`config.mk`:
```
export PLATFORM = sky130hd
export DESIGN_NAME = serial_deser
export DESIGN_NICKNAME = d
export VERILOG_FILES = /design/src/rtl/serial_pkg.sv /design/src/rtl/serial_deser_obuf.sv /design/src/rtl/serial_deser.sv
export SDC_FILE = /design/constraint.sdc
export NUM_CORES = 1
export LEC_CHECK = 0
export ABC_CLOCK_PERIOD_IN_PS = 1900
export BUFFER_PORTS_ARGS = -buffer_cell sky130_fd_sc_hd__buf_2
export CAP_MARGIN = 20
export CORE_MARGIN = 3
export CORE_UTILIZATION = 55
export DETAILED_ROUTE_END_ITERATION = 7
export PLACE_DENSITY = 0.78
export SKIP_LAST_GASP = 1
export SYNTH_ARGS = -nofsm -noshare
export SYNTH_HDL_FRONTEND = slang
export SYNTH_SLANG_ARGS = --single-unit
```
`constraint.sdc`:
```
create_clock -name i_clk -period 1.9 [get_ports i_clk]
set_input_delay 0.095 -clock i_clk [delete_from_list [all_inputs] [get_ports i_clk]]
set_output_delay 0.095 -clock i_clk [all_outputs]
set_load 0.05 [all_outputs]
```
`src/rtl/serial_pkg.sv`:
```
// Shared definitions for the serial deserializer slice: default word length,
// bit-counter width helper and output-buffer state encoding.
package serial_pkg;

    localparam int unsigned DEFAULT_LENGTH = 32;

    // Width able to hold counts 0..n (covers the extra parity slot too).
    function automatic int unsigned cnt_width(input int unsigned n);
        return $clog2(n + 1);
    endfunction

    typedef enum logic {
        EMPTY = 1'b0,
        FULL  = 1'b1
    } out_state_t;

endpackage

```
`src/rtl/serial_deser_obuf.sv`:
```
// One-entry valid/ready holding register for assembled words, with a sticky
// overflow flag raised when a completed word arrives while the entry is held.
module serial_deser_obuf
    import serial_pkg::*;
#(
    parameter int unsigned LENGTH = DEFAULT_LENGTH
) (
    input  logic              i_clk,
    input  logic              i_rst,
    input  logic [LENGTH-1:0] i_word,
    input  logic              i_par_err,
    input  logic              i_load,
    input  logic              i_rdy,
    output logic [LENGTH-1:0] o_word,
    output logic              o_vld,
    output logic              o_ovf,
    output logic              o_par_err
);

    out_state_t state, state_nxt;
    logic       capture;
    logic       set_ovf;

    // Buffer state register.
    always_ff @(posedge i_clk) begin
        if (i_rst) state <= EMPTY;
        else       state <= state_nxt;
    end

    // Next state plus capture/overflow strobes; a simultaneous handshake and
    // completion reloads the entry without a bubble.
    always_comb begin
        state_nxt = state;
        capture   = 1'b0;
        set_ovf   = 1'b0;
        case (state)
            EMPTY: begin
                if (i_load) begin
                    capture   = 1'b1;
                    state_nxt = FULL;
                end
            end
            FULL: begin
                if (i_load) begin
                    if (i_rdy) capture = 1'b1;
                    else       set_ovf = 1'b1;
                end else if (i_rdy) begin
                    state_nxt = EMPTY;
                end
            end
        endcase
    end

    // Held word, its parity status and the sticky overflow flag.
    always_ff @(posedge i_clk) begin
        if (i_rst) begin
            o_word    <= '0;
            o_par_err <= 1'b0;
            o_ovf     <= 1'b0;
        end else begin
            if (capture) begin
                o_word    <= i_word;
                o_par_err <= i_par_err;
            end
            if (set_ovf) o_ovf <= 1'b1;
        end
    end

    assign o_vld = (state == FULL);

endmodule

```
`src/rtl/serial_deser.sv`:
```
// LSB-first serial-to-parallel deserializer feeding a one-entry valid/ready
// output buffer. Optional feature macro: SERIAL_DESER_PARITY_EN appends an
// even-parity bit to every frame and reports its check on o_par_err.
module serial_deser
    import serial_pkg::*;
#(
    parameter int unsigned LENGTH = DEFAULT_LENGTH
) (
    input  logic              i_clk,
    input  logic              i_rst,
    input  logic              i_din,
    input  logic              i_din_vld,
    input  logic              i_rdy,
    output logic [LENGTH-1:0] o_word,
    output logic              o_vld,
    output logic              o_ovf,
    output logic              o_par_err
);

    localparam int unsigned CNT_W = cnt_width(LENGTH);

`ifdef SERIAL_DESER_PARITY_EN
    localparam logic [CNT_W-1:0] LAST = CNT_W'(LENGTH);
`else
    localparam logic [CNT_W-1:0] LAST = CNT_W'(LENGTH - 1);
`endif

    logic [LENGTH-1:0] shreg;
    logic [LENGTH-1:0] shift_nxt;
    logic [LENGTH-1:0] word_done;
    logic [CNT_W-1:0]  cnt;
    logic              data_bit;
    logic              complete;
    logic              par_err;

    assign shift_nxt = (shreg >> 1) | (LENGTH'(i_din) << (LENGTH - 1));
    assign complete  = i_din_vld && (cnt == LAST);

`ifdef SERIAL_DESER_PARITY_EN
    // The parity slot is not shifted in, so shreg already holds the word.
    assign data_bit  = (cnt != LAST);
    assign word_done = shreg;
    assign par_err   = (^shreg) ^ i_din;
`else
    // The final bit is merged combinationally so the word is ready on its edge.
    assign data_bit  = 1'b1;
    assign word_done = shift_nxt;
    assign par_err   = 1'b0;
`endif

    // Shift register: new bits enter at the MSB and walk toward bit 0.
    always_ff @(posedge i_clk) begin
        if (i_rst)                       shreg <= '0;
        else if (i_din_vld && data_bit)  shreg <= shift_nxt;
    end

    // Bit counter, wrapping on the completion edge so frames run back-to-back.
    always_ff @(posedge i_clk) begin
        if (i_rst)           cnt <= '0;
        else if (complete)   cnt <= '0;
        else if (i_din_vld)  cnt <= cnt + CNT_W'(1);
    end

    serial_deser_obuf #(
        .LENGTH (LENGTH)
    ) u_obuf (
        .i_clk     (i_clk),
        .i_rst     (i_rst),
        .i_word    (word_done),
        .i_par_err (par_err),
        .i_load    (complete),
        .i_rdy     (i_rdy),
        .o_word    (o_word),
        .o_vld     (o_vld),
        .o_ovf     (o_ovf),
        .o_par_err (o_par_err)
    );

endmodule

```
# Word-level counts from Yosys, hierarchy flattened
# Index checks and enable logic that the tools add are counted.
# Widths: inputs -> output; s select.
# word_totals
register_bits,72
word_cells,20
in_bits,5
out_inout_bits,35
# classes
reduce_logical,2
eq_ne,1
addsub,1
mux,9
bitwise,2
# ops
op,count
$or 31x32->32,1
$mux 1,7
$add 6x1->6 const B,1
$eq 6x5->1 const B,1
$pmux 1 s2,2
$reduce_or 2->1,1
$logic_and 1x1->1,1
$not 1->1,1

# Depth between registers and ports, before layout
# logic_depth
ltp_word,4
mapped_depth,5
ltp_nobuf,4

# Cells and area by module
# Synthesis repeated with hierarchy kept, for this count alone.
# hier_totals
cells_unflattened,280
hier_area_um2,2946.6
# by_module_without_submodules
mod,cells_per_inst,seq_area_each_um2,n_inst,area_each_um2
serial_deser_obuf,151,700.7,1,1581.5
serial_deser,129,740.7,1,1365.1

# Worst setup path after synthesis
# Ideal clock, no wire load.
# synth_path
path_kind,register to register
startpoint,register cnt[0]
endpoint,register u_obuf.o_word[0]
required_ns,1.828
setup_ns,0.072
arrival_ns,1.471
path_buffers,1
slack_ns,0.357
period_less_slack_ns,1.543
path_stages_with_launch,6
cell_sequence,dfxtp_1 > ha_1 > nand2_4 > nor4b_4 > buf_6 > mux2i_1
# synth_between
elab_chain_len,4
word_cells_on_any_way,5
classes_between,1 x eq/ne; 3 x mux; 1 x reduce/logical
# synth_lines
item,line,source
start: declaration,serial_deser.sv:31,logic [CNT_W-1:0] cnt;
start signal: assignment,serial_deser.sv:61,else if (i_din_vld) cnt <= cnt + CNT_W'(1);
$eq 6x5->1 *,serial_deser.sv:37,assign complete = i_din_vld && (cnt == LAST);
$logic_and 1x1->1 *,serial_deser.sv:37,
"$mux 1, on equally long branches","serial_deser_obuf.sv:44, serial_deser_obuf.sv:38",
$pmux 1 s2 *,serial_deser_obuf.sv:36,case (state)
end signal: assignment,serial_deser_obuf.sv:62,o_word <= i_word;
end: declaration,serial_deser_obuf.sv:14,"output logic [LENGTH-1:0] o_word,"
# Every way passes the cells marked *; elsewhere a longest branch is shown, timed or not.
# A chain may end at the register's enable or synchronous reset.

# Final worst setup path
# layout_path
startpoint,register cnt[0]
endpoint,register u_obuf.o_word[11]
# Same word-level chain as after synthesis.

==> out/qor.csv <==
metric,value,unit
status,"complete, no violations",
HPWL after DPL,2.82,mm
Avg Synthesized Cell Area,10.4,um2
hold_ws,0.0188,ns
post-synthesis register bit count,71,
Max-Cap Viols,0,
post-synthesis sequential area ratio,0.495,
synth warn,0,
Startpoint Class,register,
Die Height,78.3,um
crit share post-route,0.876,
hold path depth,3,
worst r2r src,cnt[0],
GR Util All Layers,0.172,
Worst Hold End,shreg[31],
CTS sink cnt,71,
CTS tree,yes,
DRT Pass-1 Iters,4,
fin cells,381,
Stages on worst setup path,5,
Port Buffers,38,
Cells after DPL,365,
Hold Startpoint,i_din,
Diodes inserted,0,
Synth Cell Area,0.00287,mm2
R2R depth,5,
class of the most critical setup path,reg2reg,
CP Cell Sequence,"ha_1, nand2_4, nor4b_4, buf_4, mux2i_1",
peak supply drop,0.528,mV
CP max FO,17,
vias per cell,4.93,
post-route ant nets,0,
Worst setup EP type,register,
"CP delay by family, top",flip-flops,
nets@finish,315,
ratio of cells with drive above 1 in the final layout,0.185,
buffer depth of the longest clock path,2,
Gate Count Post-Synth,275,
leakage power,1.34,nW
WL final,4.64,mm
Post-CTS Repair Setup Buffers,0,
first-pass GRT wire length,8.33,mm
Die Area,0.00613,mm2
Post-CTS Hold Buffers,0,
cts bufs inserted,9,
vias,1877,
unrepaired setup endpoints after global routing,false,
WL/cell,12.2,um
clock period minus worst slack,1.66,ns
power per cell area,892,mW/mm2
Fin Clk Skew,0.00590,ns
DRT iter0 DRCs,55,
area taken by multi-input logic gates,0.00135,mm2
initial antenna violation count,0,
fillers,378,
worst r2r dst,u_obuf.o_word[11],
CP Data Required Time,2.16,ns
die width,78.3,um
# DRC,0,
Overflow after GRT,0,
largest net degree at the start of global routing,105,
vias in the first global route,1831,
largest stage delay on the critical path,0.40,ns
crit path max-delay cell type,dfxtp_1,
Setup Viol. Count Final,0,
Root Buffer,clkbuf_8,
Row Count,25,
WP data arrival,1.93,ns
Slew headroom,0.650,
Core Box Area,0.00488,mm2
FF/Latch Area,0.00142,mm2
CP Buf/Inv Count,1,
final setup TNS,0,ns
Layout area overhead,15.1,%
Placer Congestion,0.748,
post-cts sizing count,0,
worst hold-check path type,in2reg,
"most common cell after layout, fill and taps aside",dfxtp_1,
num ports,40,
Initial Util,0.589,
worst skew pair latency,0.34,ns
Max Clk Rate,601,MHz
H-Tree Depth,3,
Final Hold Fails,0,
Tightest Pin Transition,0.525,ns
clock transition at the registers of the reported paths,0.07,ns
Syn Nets,281,
Slew Limit Fails,0,
synth unique cells,22,
R2R Setup Slk,0.24,ns
most frequent cells in the layout,"dfxtp_1, nand2b_1, mux2i_1, buf_2, nor2_1",
per-stage QoR:
| stage | setup WS (ns) | area, um2 | power (mW) | utilization |
|---|---|---|---|---|
| 2_1_floorplan | 0.357 | 2870 | 1.63 | - |
| 3_3_place_gp | 0.351 | 3080 | 1.64 | 0.632 |
| 3_5_place_dp | 0.239 | 3080 | 1.65 | 0.632 |
| 4_1_cts | 0.214 | 3310 | 2.98 | 0.678 |
| 5_1_grt | 0.0470 | 3310 | 3.06 | 0.678 |
| 6_report | 0.236 | 3310 | 2.95 | 0.678 |
per-layer routing:
| metal | vias to the layer above | track usage | part of all wire |
|---|---|---|---|
| met3 | 10 | 0.0585 | 0.041 |
| met5 | - | 0 | 0 |
| li1 | 968 | - | - |
| met2 | 31 | 0.268 | 0.45 |
| met1 | 868 | 0.216 | 0.49 |
| met4 | 0 | 0.0734 | 0.017 |
cell usage after synthesis:
cell type / count / share of area
dfxtp_1: 71 / 0.49
nand2b_1: 66 / 0.14
mux2i_1: 64 / 0.22
nor2_1: 33 / 0.043
clkbuf_1: 10 / 0.013
buf_2: 4 / 0.0070
nor3_1: 4 / 0.0070
buf_6: 3 / 0.012
xor2_1: 3 / 0.0091
a21oi_1: 2 / 0.0035
buf_4: 2 / 0.0052
nand3_1: 2 / 0.0035
nand4_1: 2 / 0.0044
conb_1: 1 / 0.0013
ha_1: 1 / 0.0044
nand2_4: 1 / 0.0039
nor4b_4: 1 / 0.0083
o21ai_0: 1 / 0.0017
o31ai_1: 1 / 0.0026
or3_1: 1 / 0.0022
or4b_1: 1 / 0.0035
xnor2_1: 1 / 0.0030
worst reg2reg max path, cell delays in order (launching register included):
cell and delay [ns]:
dfxtp_1 0.40, ha_1 0.25, nand2_4 0.09, nor4b_4 0.27, buf_4 0.33, mux2i_1 0.24
sequential cells by signal, indices dropped and copies added, names as in the netlist:
name,flops
u_obuf.o_ovf,1
u_obuf.o_word,32
cnt,6
shreg,31
u_obuf.o_vld,1
how the worst max path moves through the flow:
stage                 from                 to  slack [ns]
finish              cnt[0]  u_obuf.o_word[11]        0.24
floorplan           cnt[0]   u_obuf.o_word[0]        0.36
detailed placement  cnt[0]  u_obuf.o_word[17]        0.24
CTS                 cnt[0]  u_obuf.o_word[11]        0.21
global placement    cnt[0]  u_obuf.o_word[17]        0.35
global route        cnt[0]   u_obuf.o_word[6]        0.05
power breakdown:
part           internal, mW  total, mW  switching, mW
clock                 0.810       1.34          0.528
combinational        0.0506      0.108         0.0577
sequential             1.49       1.50        0.00761
total                  2.36       2.95          0.594
cells by family (layout without fill, tap and decap cells):
family | after synthesis | count (layout) | share of synthesized area
and+or+nand+nor | 111 | 111 | 0.220
DFF | 71 | 71 | 0.495
muxes | 64 | 64 | 0.223
buffers and inverters | 19 | 58 | 0.0370
AOI/OAI and AO/OA | 4 | 4 | 0.00784
xor gates and xnor gates | 4 | 4 | 0.0122
adders and majority gates | 1 | 1 | 0.00435
other | 1 | 1 | 0.00131
area by class of cell:
class,count,share of cell area
Clock buffer,13,0.0481
Clock inverter,3,0.0197
Multi-Input combinational cell,185,0.407
Sequential cell,71,0.430
Tap cell,67,0.0253
Timing Repair Buffer,42,0.0704
No activity file was read; power rests on OpenSTA's default activity.
